--- config.mk ---
export PLATFORM = sky130hd
export DESIGN_NAME = pipe_ctrl_regs
export DESIGN_NICKNAME = d
export VERILOG_FILES = /design/src/rtl/pipe_ctrl_regs.sv
export SDC_FILE = /design/constraint.sdc
export NUM_CORES = 1
export LEC_CHECK = 0
export CAP_MARGIN = 0
export CORE_MARGIN = 3
export CORE_UTILIZATION = 31
export DETAILED_ROUTE_END_ITERATION = 8
export MAX_ROUTING_LAYER = met4
export SYNTH_ARGS = -nofsm -noshare
export SYNTH_HDL_FRONTEND = slang
export SYNTH_SLANG_ARGS = --single-unit
--- constraint.sdc ---
create_clock -name clk -period 1.8 [get_ports clk]
set_input_delay 0.18 -clock clk [delete_from_list [all_inputs] [get_ports clk]]
set_output_delay 0.18 -clock clk [all_outputs]
set_load 0.02 [all_outputs]
--- src/rtl/pipe_ctrl_regs.sv ---
// Pipeline control registers IF/ID, ID/EX, EX/MEM and MEM/WB with per-stage valid
// bits and stall/bubble/retire performance counters feeding the hazard unit.
module pipe_ctrl_regs #(
   parameter int unsigned CNT_W = 16,
   parameter int unsigned RET_W = 32
) (
   input  logic             clk,
   input  logic             reset_n,
   input  logic [31:0]      InstrF,
   input  logic [31:0]      PCPlus4F,
   input  logic             StallD,
   input  logic             FlushD,
   input  logic             FlushE,
   input  logic             RegWriteD,
   input  logic             MemtoRegD,
   input  logic             MemWriteD,
   input  logic             RegDstD,
   output logic [31:0]      InstrD,
   output logic [31:0]      PCPlus4D,
   output logic [4:0]       rsD,
   output logic [4:0]       rtD,
   output logic [4:0]       rdD,
   output logic [4:0]       rsE,
   output logic [4:0]       rtE,
   output logic [4:0]       rdE,
   output logic             RegWriteE,
   output logic             MemtoRegE,
   output logic             MemWriteE,
   output logic [4:0]       WriteRegE,
   output logic             RegWriteM,
   output logic             MemtoRegM,
   output logic             MemWriteM,
   output logic [4:0]       WriteRegM,
   output logic             RegWriteW,
   output logic             MemtoRegW,
   output logic [4:0]       WriteRegW,
   output logic             validD,
   output logic             validE,
   output logic             validM,
   output logic             validW,
   output logic [CNT_W-1:0] StallCnt,
   output logic [CNT_W-1:0] BubbleCnt,
   output logic [RET_W-1:0] RetireCnt
);

   logic [31:0]      instr_d_q, instr_d_d;
   logic [31:0]      pc4_d_q, pc4_d_d;
   logic             valid_d_q, valid_d_d;

   logic [4:0]       rs_e_q, rs_e_d;
   logic [4:0]       rt_e_q, rt_e_d;
   logic [4:0]       rd_e_q, rd_e_d;
   logic             regdst_e_q, regdst_e_d;
   logic             regwrite_e_q, regwrite_e_d;
   logic             memtoreg_e_q, memtoreg_e_d;
   logic             memwrite_e_q, memwrite_e_d;
   logic             valid_e_q, valid_e_d;

   logic             regwrite_m_q, regwrite_m_d;
   logic             memtoreg_m_q, memtoreg_m_d;
   logic             memwrite_m_q, memwrite_m_d;
   logic [4:0]       writereg_m_q, writereg_m_d;
   logic             valid_m_q, valid_m_d;

   logic             regwrite_w_q, regwrite_w_d;
   logic             memtoreg_w_q, memtoreg_w_d;
   logic [4:0]       writereg_w_q, writereg_w_d;
   logic             valid_w_q, valid_w_d;

   logic [CNT_W-1:0] stall_cnt_q, stall_cnt_d;
   logic [CNT_W-1:0] bubble_cnt_q, bubble_cnt_d;
   logic [RET_W-1:0] retire_cnt_q, retire_cnt_d;

   logic [4:0]       writereg_e;

   assign writereg_e = regdst_e_q ? rd_e_q : rt_e_q;

   // IF/ID: stall outranks flush, so a flush arriving during a stall is dropped
   always_comb begin
      instr_d_d = instr_d_q;
      pc4_d_d   = pc4_d_q;
      valid_d_d = valid_d_q;
      if (!StallD) begin
         if (FlushD) begin
            instr_d_d = '0;
            pc4_d_d   = '0;
            valid_d_d = 1'b0;
         end else begin
            instr_d_d = InstrF;
            pc4_d_d   = PCPlus4F;
            valid_d_d = 1'b1;
         end
      end
   end

   // ID/EX: write enables are gated by validD so a flushed D slot never writes
   always_comb begin
      rs_e_d       = '0;
      rt_e_d       = '0;
      rd_e_d       = '0;
      regdst_e_d   = 1'b0;
      regwrite_e_d = 1'b0;
      memtoreg_e_d = 1'b0;
      memwrite_e_d = 1'b0;
      valid_e_d    = 1'b0;
      if (!FlushE) begin
         rs_e_d       = instr_d_q[25:21];
         rt_e_d       = instr_d_q[20:16];
         rd_e_d       = instr_d_q[15:11];
         regdst_e_d   = RegDstD;
         regwrite_e_d = RegWriteD & valid_d_q;
         memtoreg_e_d = MemtoRegD;
         memwrite_e_d = MemWriteD & valid_d_q;
         valid_e_d    = valid_d_q;
      end
   end

   always_comb begin
      regwrite_m_d = regwrite_e_q;
      memtoreg_m_d = memtoreg_e_q;
      memwrite_m_d = memwrite_e_q;
      writereg_m_d = writereg_e;
      valid_m_d    = valid_e_q;

      regwrite_w_d = regwrite_m_q;
      memtoreg_w_d = memtoreg_m_q;
      writereg_w_d = writereg_m_q;
      valid_w_d    = valid_m_q;
   end

   always_comb begin
      stall_cnt_d  = stall_cnt_q;
      bubble_cnt_d = bubble_cnt_q;
      retire_cnt_d = retire_cnt_q;
      if (StallD && (stall_cnt_q != '1))
         stall_cnt_d = stall_cnt_q + CNT_W'(1);
      if (FlushE && (bubble_cnt_q != '1))
         bubble_cnt_d = bubble_cnt_q + CNT_W'(1);
      if (valid_w_q)
         retire_cnt_d = retire_cnt_q + RET_W'(1);
   end

   always_ff @(posedge clk) begin
      if (!reset_n) begin
         instr_d_q    <= '0;
         pc4_d_q      <= '0;
         valid_d_q    <= 1'b0;
         rs_e_q       <= '0;
         rt_e_q       <= '0;
         rd_e_q       <= '0;
         regdst_e_q   <= 1'b0;
         regwrite_e_q <= 1'b0;
         memtoreg_e_q <= 1'b0;
         memwrite_e_q <= 1'b0;
         valid_e_q    <= 1'b0;
         regwrite_m_q <= 1'b0;
         memtoreg_m_q <= 1'b0;
         memwrite_m_q <= 1'b0;
         writereg_m_q <= '0;
         valid_m_q    <= 1'b0;
         regwrite_w_q <= 1'b0;
         memtoreg_w_q <= 1'b0;
         writereg_w_q <= '0;
         valid_w_q    <= 1'b0;
         stall_cnt_q  <= '0;
         bubble_cnt_q <= '0;
         retire_cnt_q <= '0;
      end else begin
         instr_d_q    <= instr_d_d;
         pc4_d_q      <= pc4_d_d;
         valid_d_q    <= valid_d_d;
         rs_e_q       <= rs_e_d;
         rt_e_q       <= rt_e_d;
         rd_e_q       <= rd_e_d;
         regdst_e_q   <= regdst_e_d;
         regwrite_e_q <= regwrite_e_d;
         memtoreg_e_q <= memtoreg_e_d;
         memwrite_e_q <= memwrite_e_d;
         valid_e_q    <= valid_e_d;
         regwrite_m_q <= regwrite_m_d;
         memtoreg_m_q <= memtoreg_m_d;
         memwrite_m_q <= memwrite_m_d;
         writereg_m_q <= writereg_m_d;
         valid_m_q    <= valid_m_d;
         regwrite_w_q <= regwrite_w_d;
         memtoreg_w_q <= memtoreg_w_d;
         writereg_w_q <= writereg_w_d;
         valid_w_q    <= valid_w_d;
         stall_cnt_q  <= stall_cnt_d;
         bubble_cnt_q <= bubble_cnt_d;
         retire_cnt_q <= retire_cnt_d;
      end
   end

   assign InstrD    = instr_d_q;
   assign PCPlus4D  = pc4_d_q;
   assign rsD       = instr_d_q[25:21];
   assign rtD       = instr_d_q[20:16];
   assign rdD       = instr_d_q[15:11];
   assign rsE       = rs_e_q;
   assign rtE       = rt_e_q;
   assign rdE       = rd_e_q;
   assign RegWriteE = regwrite_e_q;
   assign MemtoRegE = memtoreg_e_q;
   assign MemWriteE = memwrite_e_q;
   assign WriteRegE = writereg_e;
   assign RegWriteM = regwrite_m_q;
   assign MemtoRegM = memtoreg_m_q;
   assign MemWriteM = memwrite_m_q;
   assign WriteRegM = writereg_m_q;
   assign RegWriteW = regwrite_w_q;
   assign MemtoRegW = memtoreg_w_q;
   assign WriteRegW = writereg_w_q;
   assign validD    = valid_d_q;
   assign validE    = valid_e_q;
   assign validM    = valid_m_q;
   assign validW    = valid_w_q;
   assign StallCnt  = stall_cnt_q;
   assign BubbleCnt = bubble_cnt_q;
   assign RetireCnt = retire_cnt_q;

endmodule

==> results.cfg, run 1 <==
[outcome]
outcome = finished, final reports clean

[floorplanning]
rows = 52
io_pins = 258
die_w_um = 150
dieHeight_um = 150
die-area_um2 = 22600
start_util = 0.317
core_um2 = 20300

[routing]
dr.pass1.iters = 4
detailedRoute.firstIterationViolations = 211
drc = 0
wl_per_cell_um = 15.9
antenna_left = 0
vias = 6017
routed_wirelength_um = 19800
drt-vias-per-instance = 4.84

[synthesis]
ys_types = 54
synth_seq_area_share = 0.516
syn_inst = 682
synth_seq_cells = 166
syn_area_um2 = 6440
synth_edf_count = 0
synthDominantCellAreaShare = 0.516
synth_common_cells = dfxtp_1 (166), nor2_1 (88), a22oi_1 (63), nand2_1 (33), clkbuf_1 (32)
synth.most_common_cell = dfxtp_1
yosys.area.top_type = dfxtp_1
synth_ff_type = dfxtp_1
synth.avg_cell_area_um2 = 9.45
yosys-top-cells-area = dfxtp_1 (52%), a22oi_1 (7.3%), nor2_1 (5.1%), mux2i_1 (2.6%), and3_1 (2.5%)
synth-async-reset-ratio = 0
syn_nets = 758
yosysWarnings = 0

[cells_and_area]
finalNetCount = 1034
area.growth.synth_to_final_pct = 58.8
nFillCells = 1902
drive_gt1_frac = 0.147
fin_area_um2 = 10200

[worst_setup_path]
start_kind = flop
crit_path_end_kind = flop
worstPathRequired_ns = 2.14
rr_startpoint = StallCnt[7]
cpMaxStageDelayCell = or4b_4
crit_start = StallCnt[7]
critical_path_class = flop to flop
arrival_ns = 2.10
cpLargestDelayFamily = simple AND/OR/NAND/NOR gates
worst-path-buf-inv = 0
cp_cell_sequence = nand3_4 -> or4b_4 -> or4_1 -> a21oi_1
critical-path-max-stage-delay_ns = 0.57
cp_max_fo = 6

[global_route]
grt_pass1_wl_um = 31000
grt_pass1_vias = 5767
antenna_found_initial = 1
grt_start_max_net_pins = 80
grt_use_total = 0.176
overflow = 0

[pwr]
p_sw_mw = 2.06
power_mw = 8.32
peakVddDrop_v = 0.000566
p_leak_nw = 3.89
clock_power_share = 0.444
sw_frac_of_total = 0.248
comb_power_share = 0.097
p_int_mw = 6.26
power_frac_seq = 0.459
powerDensity_nw_per_um2 = 813

[flow_run]
cap_violations = 0

[clocking]
cts_tree = done
post_cts_buffers = 0
cts_hold_buffers = 0
cts_max_path_buffers = 2
cts-root-buf = clkbuf_16
clkLatencyLatePin_ns = 0.42
cts_sinks = 166
clkTransAtPathRegs_ns = 0.07
h-tree-depth = 4
cts_made_buffers = 17

[timing]
fmax_mhz = 570
finalSetupTns_ns = 0
final_max_slew_viol_count = 0
timing.hold.ws_ns = 0.213
hold_viol = 0
setup_viol = 0
min_period_ns = 1.75
finClkSkew_ns = 0.00936
slew_headroom = 0.668
tightestPinTransition_ns = 0.486
final.period_utilization = 0.975

[placement]
gp_congestion = 0.775
placement.cell_area_um2 = 9610
place_hpwl_um = 14100
io_buffers = 257

[hold_path]
hold_start = reset_n
hp-class = input port to flop
power by group through the flow:
| stage | registers (mW) | clock network [mW] | logic (mW) |
|---|---|---|---|
| final | 3.82 | 3.69 | 0.807 |
| after global routing | 3.83 | 3.95 | 0.870 |
| after CTS | 3.82 | 3.79 | 0.815 |
| after detailed placement | 3.91 | 0 | 0.815 |
| after global placement | 3.90 | 0 | 0.813 |
| after floorplan | 4.00 | 0 | 0.267 |
registers in the layout, indices dropped and copies added, names as in the netlist, 5 cells and up:
register	flops
WriteRegW	5
rdE	5
RetireCnt	32
rsE	5
rtE	5
StallCnt	16
WriteRegM	5
InstrD	32
BubbleCnt	16
PCPlus4D	32
worst register-to-register path: stages, from the launching register on:
cell and delay (ns):
dfxtp_2 0.37, nand3_4 0.12, or4b_4 0.57, or4_1 0.48, a21oi_1 0.14
logic make-up after synthesis:
kind of cell / synth area share
muxes: 0.0351
xor gates and xnor gates: 0.0204
DFF: 0.516
adders and majority gates: 0.00582
buffers and inverters: 0.0489
and+or+nand+nor: 0.230
AOI/OAI and AO/OA: 0.144
placed cells by master, fill, tap and decap left out, drive strengths merged, types with 5 or more instances in the layout:
master / instances
a21oi: 25
a22oi: 63
and2: 17
and3: 26
and4: 10
buf: 61
clkbuf: 18
clkdlybuf4s50: 248
dfxtp: 166
dlygate4sd2: 6
inv: 15
mux2: 5
mux2i: 17
nand2: 33
nand2b: 15
nand3: 26
nand4: 16
nor2: 88
nor3: 11
nor4: 7
o21ai: 10
o31ai: 9
or3: 11
or4: 10
xnor2: 10
xor2: 5
metal layers:
layer	share of wire	up-vias	global-route usage
li1	-	3000	-
met4	0.012	0	0.0421
met1	0.45	2853	0.227
met2	0.49	148	0.278
met5	0	-	-
met3	0.048	16	0.0467
worst paths after layout:
check,endpoint,slack [ns],cells past startpoint
setup / recovery,StallCnt[13],0.05,4
hold / removal,StallCnt[13],0.21,3
setup reg to reg,StallCnt[13],0.05,4
hold reg to reg,MemWriteM,0.46,1
repair_timing:
action	4_1_cts	5_1_grt
hold endpoints to repair	0	0
endpoints found under the setup margin	6	16
gates resized for setup	7	8
area by class of cell:
cell class / instances / area [um2] / share of cell area
Sequential cell: 166 / 3360 / 0.328
Timing Repair Buffer: 316 / 3060 / 0.299
Multi-Input combinational cell: 448 / 2840 / 0.278
Clock buffer: 18 / 429 / 0.0419
Tap cell: 270 / 338 / 0.0330
Clock inverter: 14 / 165 / 0.0161
Inverter: 9 / 35.0 / 0.00342
Antenna cell: 1 / 2.50 / 0.000244
through the flow:
stage                      util  std cells  setup slack [ns]
after CTS                 0.503       1241            0.0212
after global routing      0.504       1242          -0.00137
after global placement    0.474       1209            -0.105
after floorplan               -        682           0.00752
final                     0.504       1242            0.0455
after detailed placement  0.474       1209            -0.104
No activity file was read; power rests on OpenSTA's default activity.
==> inputs of run 2 (changes only) <==
--- a/config.mk
+++ b/config.mk
@@ -10,6 +10,7 @@
 export CORE_UTILIZATION = 31
 export DETAILED_ROUTE_END_ITERATION = 8
 export MAX_ROUTING_LAYER = met4
+export SLEW_MARGIN = 20
 export SYNTH_ARGS = -nofsm -noshare
 export SYNTH_HDL_FRONTEND = slang
 export SYNTH_SLANG_ARGS = --single-unit
==> results of run 2 <==
Same layout as run 1: the final DEF is identical, and so are final timing and power.
